File: src/rtl/mux_scan_if.sv
// Handshake and mux-select bundle between mux_scan_ctrl and its environment.
// The master modport is the scan controller; the slave modport is the requester, consumer and mux side.
interface mux_scan_if;
    logic        start;
    logic        cont;
    logic        mux_in;
    logic        data_ready;
    logic [3:0]  sel;
    logic [15:0] data;
    logic        data_valid;
    logic        busy;

    modport master (
        input  start, cont, mux_in, data_ready,
        output sel, data, data_valid, busy
    );

    modport slave (
        output start, cont, mux_in, data_ready,
        input  sel, data, data_valid, busy
    );
endinterface

File: src/rtl/mux_scan_ctrl.sv
// Steps a 4-bit select through an external 16:1 mux and assembles the sampled bits into a word.
// Each channel waits SETTLE cycles before it is sampled. The finished word is offered on a valid/ready handshake.
module mux_scan_ctrl #(
    parameter int unsigned SETTLE = 0
) (
    input  logic      clk,
    input  logic      rst_n,
    mux_scan_if.master bus
);

    localparam logic [3:0] SETTLE_CNT = 4'(SETTLE);

    typedef enum logic [1:0] {
        IDLE,
        SCAN,
        HOLD
    } state_t;

    state_t      state;
    logic [3:0]  settle_cnt;
    logic [15:0] shadow;

    // NOTE: every register below uses non-blocking assignment, so all branches read pre-edge values.
    always_ff @(posedge clk) begin
        if (!rst_n) begin
            state           <= IDLE;
            settle_cnt      <= 4'd0;
            shadow          <= 16'h0000;
            bus.sel         <= 4'd0;
            bus.data        <= 16'h0000;
            bus.data_valid  <= 1'b0;
            bus.busy        <= 1'b0;
        end else begin
            case (state)
                IDLE: begin
                    if (bus.start) begin
                        state      <= SCAN;
                        bus.busy   <= 1'b1;
                        bus.sel    <= 4'd0;
                        settle_cnt <= 4'd0;
                        shadow     <= 16'h0000;
                    end
                end

                SCAN: begin
                    if (settle_cnt != SETTLE_CNT) begin
                        settle_cnt <= settle_cnt + 4'd1;
                    end else begin
                        settle_cnt          <= 4'd0;
                        shadow[bus.sel]     <= bus.mux_in;
                        if (bus.sel == 4'd15) begin
                            // The last bit has not reached the shadow yet, so it is merged in directly.
                            bus.data       <= {bus.mux_in, shadow[14:0]};
                            bus.data_valid <= 1'b1;
                            bus.sel        <= 4'd0;
                            bus.busy       <= 1'b0;
                            state          <= HOLD;
                        end else begin
                            bus.sel <= bus.sel + 4'd1;
                        end
                    end
                end

                HOLD: begin
                    if (bus.data_valid && bus.data_ready) begin
                        bus.data_valid <= 1'b0;
                        if (bus.cont) begin
                            state      <= SCAN;
                            bus.busy   <= 1'b1;
                            bus.sel    <= 4'd0;
                            settle_cnt <= 4'd0;
                            shadow     <= 16'h0000;
                        end else begin
                            state <= IDLE;
                        end
                    end
                end

                default: begin
                    state          <= IDLE;
                    bus.busy       <= 1'b0;
                    bus.sel        <= 4'd0;
                    bus.data_valid <= 1'b0;
                end
            endcase
        end
    end

endmodule
File: src/flat_wrapper.sv
// flat-port wrapper written by rule: the top's interface ports become plain ports
module mux_scan_ctrl_flat 
#(
    parameter int unsigned SETTLE = 0
)
  (clk, rst_n, bus_start, bus_cont, bus_mux_in, bus_data_ready, bus_sel, bus_data, bus_data_valid, bus_busy);
  mux_scan_if bus_i ();
  input  logic clk;
  input  logic rst_n;
  input wire logic [$bits(bus_i.start)-1:0] bus_start;
  input wire logic [$bits(bus_i.cont)-1:0] bus_cont;
  input wire logic [$bits(bus_i.mux_in)-1:0] bus_mux_in;
  input wire logic [$bits(bus_i.data_ready)-1:0] bus_data_ready;
  output wire logic [$bits(bus_i.sel)-1:0] bus_sel;
  output wire logic [$bits(bus_i.data)-1:0] bus_data;
  output wire logic [$bits(bus_i.data_valid)-1:0] bus_data_valid;
  output wire logic [$bits(bus_i.busy)-1:0] bus_busy;
  assign bus_i.start = bus_start;
  assign bus_i.cont = bus_cont;
  assign bus_i.mux_in = bus_mux_in;
  assign bus_i.data_ready = bus_data_ready;
  assign bus_sel = bus_i.sel;
  assign bus_data = bus_i.data;
  assign bus_data_valid = bus_i.data_valid;
  assign bus_busy = bus_i.busy;
  mux_scan_ctrl #(.SETTLE(SETTLE)) u_core (.clk(clk), .rst_n(rst_n), .bus(bus_i));
endmodule
File: config.mk
export PLATFORM = sky130hd
export DESIGN_NAME = mux_scan_ctrl_flat
export DESIGN_NICKNAME = d
export VERILOG_FILES = /design/src/rtl/mux_scan_if.sv /design/src/rtl/mux_scan_ctrl.sv /design/src/flat_wrapper.sv
export SDC_FILE = /design/constraint.sdc
export NUM_CORES = 1
export LEC_CHECK = 0
export CORE_ASPECT_RATIO = 0.5
export CORE_MARGIN = 8
export CORE_UTILIZATION = 54
export DETAILED_ROUTE_END_ITERATION = 8
export PLACE_DENSITY = 0.91
export SETUP_SLACK_MARGIN = 0.3
export SYNTH_ARGS = -nofsm -noshare
export SYNTH_HDL_FRONTEND = slang
export SYNTH_SLANG_ARGS = --single-unit
File: constraint.sdc
create_clock -name clk -period 2.1 [get_ports clk]
set_clock_uncertainty 0.15 [all_clocks]
set_input_delay 0.42 -clock clk [delete_from_list [all_inputs] [get_ports clk]]
set_output_delay 0.42 -clock clk [all_outputs]
set_load 0.01 [all_outputs]
# Word-level counts from Yosys, hierarchy flattened
# Cells that the tools add are included.
# W data, S select, Z words.
# word_totals
ff_bits	44
latch_bits	0
ram_bits	0
romBits	0
input_bits	6
elab_cells	65
memories	0
# op_classes
add_sub_neg	2
n_mul	0
div	0
magnitude_cmp	2
n_eq_ne	8
shifts	0
mux	32
bitwise	2
n_reduce_logical	12
# ops
cell	n
$mux W16	4
$pmux W16 S3	1
$mux W4	6
$pmux W4 S3	2
$bwmux W16	1
$reduce_and A4 Y1	4
$mux W1	10
$reduce_and A5 Y1	2
$add A4 B1 Y4 const B	2
$mux W2	4
$ne A2 B2 Y1 const B	3
$pmux W1 S3	2
$pmux W2 S3	1
$lt A4 B5 Y1 const B	1
$demux W1 S4	1
$eq A4 B4 Y1 const B	1
$ge A4 B1 Y1 const B	1
$ne A2 B1 Y1 const B	2
$reduce_bool A4 Y1	1
$reduce_and A3 Y1	1
$reduce_bool A3 Y1	1
$eq A2 B1 Y1 const B	1
$eq A2 B2 Y1 const B	1
$logic_and A1 B1 Y1	2
other kinds (2)	3

# Longest topological paths before layout
# logic_depth
depth_word	7
ltp_mapped	7
mapped_depth_nobuf	6

# Worst setup path after synthesis
# No wires, ideal clock.
# synth_path
path_kind	flip-flop to flip-flop
from	register u_core.bus.sel[1]
to	register u_core.bus.data[10]
setup_time_ns	0.130
arrival_ns	1.503
path_slack_ns	0.318
path_stages_with_launch	7
path_buffers	2
synth_period_minus_slack_ns	1.782
path_cell_list	dfxtp_1 > ha_1 > clkbuf_1 > nand4_1 > clkbuf_1 > nand3_1 > o21ai_0
# synth_between
elab_chain_len	2
# synth_rtl
element	line	source
from (decl)	mux_scan_if.sv:15	output sel, data, data_valid, busy
from (signal assigned)	mux_scan_ctrl.sv:59	bus.sel <= bus.sel + 4'd1;
$eq A4 B4 Y1	mux_scan_ctrl.sv:51	if (bus.sel == 4'd15) begin
$reduce_and A3 Y1 (no line)	--	
to (signal assigned)	mux_scan_ctrl.sv:53	bus.data <= {bus.mux_in, shadow[14:0]};
to (decl)	mux_scan_if.sv:15	
# Every way passes these cells.
# A chain may end at the register's enable or synchronous reset.

# Worst setup path in the final report
# layout_path
from	input bus_data_ready
to	register u_core.bus.busy
# layout_between
elab_chain_len	3
# layout_rtl
element	line	source
from (decl)	flat_wrapper.sv:13	input wire logic [$bits(bus_i.data_ready)-1:0] bus_data_ready;
$logic_and A1 B1 Y1	mux_scan_ctrl.sv:65	if (bus.data_valid && bus.data_ready) begin
$ne A2 B1 Y1 (no line)	--	
$reduce_and A5 Y1 (no line)	--	
to (signal assigned)	mux_scan_ctrl.sv:56	bus.busy <= 1'b0;
to (signal assigned)	mux_scan_ctrl.sv:69	bus.busy <= 1'b1;
to (signal assigned)	mux_scan_ctrl.sv:81	bus.busy <= 1'b0;
to (decl)	mux_scan_if.sv:15	
# Every way passes these cells.

==> results.cfg <==
[status]
status = complete, no violations

[cells_and_area]
final_nets = 298
drive_gt1_frac = 0.209
areaGrowthSynthToFinish_pct = 29.8
fill_cells = 297
diodes = 0

[floorplanning]
dieArea_sq_mm = 0.00618
start_util = 0.546
core.rowCount = 16
die_w_microns = 103
chipHeight_microns = 59.7
ios = 28
core_area_sq_mm = 0.00378

[setup_path]
start_kind = primary input
worstSetupPathType = primary input to flip-flop
crit_start = bus_data_ready
arrival_ns = 1.84
r2r_slack_ns = 0.30
cp.depth = 5
endpoint = u_core.bus.busy
crit_fanout = 6
end_kind = flip-flop
r2r_start = u_core.settle_cnt[0]
path_cells = clkdlybuf4s50_1 > and4_2 > o21a_1 > a211oi_1 > a21oi_1
critPathTopFamily = compound AO/OA/AOI/OAI gates
crit_required_ns = 2.13
critical-path-max-stage-delay_ns = 0.42
crit_buf_inv = 1
rr_worst_depth = 9
crit_slowest_cell = clkdlybuf4s50_1
r2r_end = u_core.bus.sel[3]

[clocking]
clk_pin_slew_ns = 0.08
cts-root-buf = clkbuf_8
cts.sinks = 43
cts_buffers = 5
cts_tree = yes
cts_hold_buf = 0
clock_latency_ns = 0.30
clock_path_buffers = 2
htreeDepth = 2

[yosys]
synth-async-reset-ratio = 0
synthMuxAreaShare = 0
synth_seq_cells = 43
synth_top_cells_by_area = dfxtp_1 42%, nand3_1 6.8%, o21ai_0 6.5%
synth_top_area_share = 0.417
synth_area_sq_mm = 0.00206
syn-num-nets = 265
netlist_instances = 253
synth_top_area_cell = dfxtp_1
yosys.cell_count.top_type = dfxtp_1
synth_edf_count = 0
synthSimpleGateAreaFrac = 0.255
synth_seq_area_share = 0.417
synthFlopType = dfxtp_1
synth_compound_area_frac = 0.218
synth.top_cells.by_count = 43 x dfxtp_1, 32 x nand2_1, 28 x nand3_1
synth_cell_types = 44
ys_warn_count = 0
synth_adder_area_share = 0.0364
synth_xor_area_frac = 0
synth_top_family_by_area = simple AND/OR/NAND/NOR gates
syn_avg_cell_area_sq_um = 8.16

[timing]
worst_pin_slew_ns = 0.578
rsz0062_at_grt = yes
slew_viol_final = 0
fin_crit_sh = 0.864
period_needed_ns = 1.81
setup_viol = 0
fmax_mhz = 551
relSlewSlack = 0.613
final-hold-violation-count = 0
tns_ns = 0

[global_route]
grt_pass1_wl_microns = 8370
grt_max_degree = 35
grt.total_usage = 0.177
grt.overflow.total = 0
grt_pass1_vias = 1763
antenna_found_initial = 0

[routing]
wirelength_microns = 5890
avgRoutedWirePerCell_microns = 17.3
dr_total_vias = 2050
drtAntennaViolNets = 0
drt_iter0_markers = 264
route.detailed.drc = 0
first_pass_iters = 5
vias_per_cell = 6.01

[pwr]
vdd_drop_max_uv = 407
power_density_mw_per_mm2 = 619
power_mw = 1.66
p_leak_nw = 0.996

[placement]
place_congestion = 0.937
hpwl_microns = 3790
io_buffer_count = 27

[hold_path]
hold_class = flip-flop to flip-flop

[job]
maxCapViolCount = 0
[tightest hold or removal path, delay by kind of cell (launching register included)]
| kind | cells | cell delay, ns |
|---|---|---|
| compound gates | 1 | 0.05 |
| simple gates | 1 | 0.05 |
| flops | 1 | 0.31 |
[report_power, final]
group          switching (mW)  internal [mW]  leakage, nW
combinational          0.0967         0.0600        0.585
clock                   0.288          0.385       0.0612
sequential            0.00792          0.821        0.350
[per-stage QoR]
step | worst slack, ns | hold slack (ns) | util | std cells | cell area [sq um]
2_1_floorplan | 0.318 | 0.282 | - | 253 | 2060
3_3_place_gp | 0.0181 | 0.297 | 0.630 | 324 | 2380
3_5_place_dp | -0.0536 | 0.303 | 0.630 | 324 | 2380
4_1_cts | 0.271 | 0.314 | 0.680 | 337 | 2570
5_1_grt | 0.249 | 0.346 | 0.708 | 341 | 2680
6_report | 0.285 | 0.303 | 0.708 | 341 | 2680
[what timing repair did]
item	in CTS	in global routing
gates cloned	0	1
endpoints found under the setup margin	31	26
setup buffers	5	3
pin swaps	2	4
gates resized for setup	18	20
[final cells by class]
| class | count | area (sq um) | share of cell area |
|---|---|---|---|
| multi-input combinational | 179 | 1120 | 0.417 |
| sequential | 43 | 871 | 0.325 |
| timing repair buffer | 47 | 468 | 0.175 |
| clock buffer | 6 | 82.6 | 0.0308 |
| tap | 54 | 67.6 | 0.0252 |
| inverter | 10 | 37.5 | 0.0140 |
| clock inverter | 2 | 35.0 | 0.0131 |
[registers in the layout, summed over array words and instances, names as in the netlist]
name / cells
u_core.state: 2
u_core.bus.data_valid: 1
u_core.shadow: 15
u_core.bus.busy: 1
u_core.bus.data: 16
u_core.settle_cnt: 4
u_core.bus.sel: 4
[worst min path at each step]
stage | depth (start not counted) | slack (ns) | from | endpoint
floorplan | 2 | 0.28 | u_core.shadow[0] | u_core.bus.data[0]
detailed placement | 2 | 0.30 | u_core.shadow[2] | u_core.bus.data[2]
global placement | 2 | 0.30 | u_core.shadow[14] | u_core.bus.data[14]
CTS | 2 | 0.31 | u_core.shadow[2] | u_core.bus.data[2]
global route | 2 | 0.35 | u_core.shadow[2] | u_core.bus.data[2]
finish | 2 | 0.30 | u_core.shadow[10] | u_core.bus.data[10]
[layer usage]
metal	global-route usage	share of wire
met2	0.272	0.44
met5	0.0286	0
met1	0.233	0.44
met3	0.0476	0.095
met4	0.0509	0.019
[cells by family after synthesis]
family / count (synthesis)
flops: 43
buf+inv: 31
compound gates: 74
fa+ha+maj: 6
simple gates: 99
[cell usage in the layout, fill, tap and decap left out, drive strengths merged, types with 10 or more instances in the layout]
cell	instances
inv	10
clkdlybuf4s50	22
nand3	28
dfxtp	43
nand2	32
buf	19
a21oi	17
a31oi	13
o21ai	27
Power figures use the tool's default switching activity.
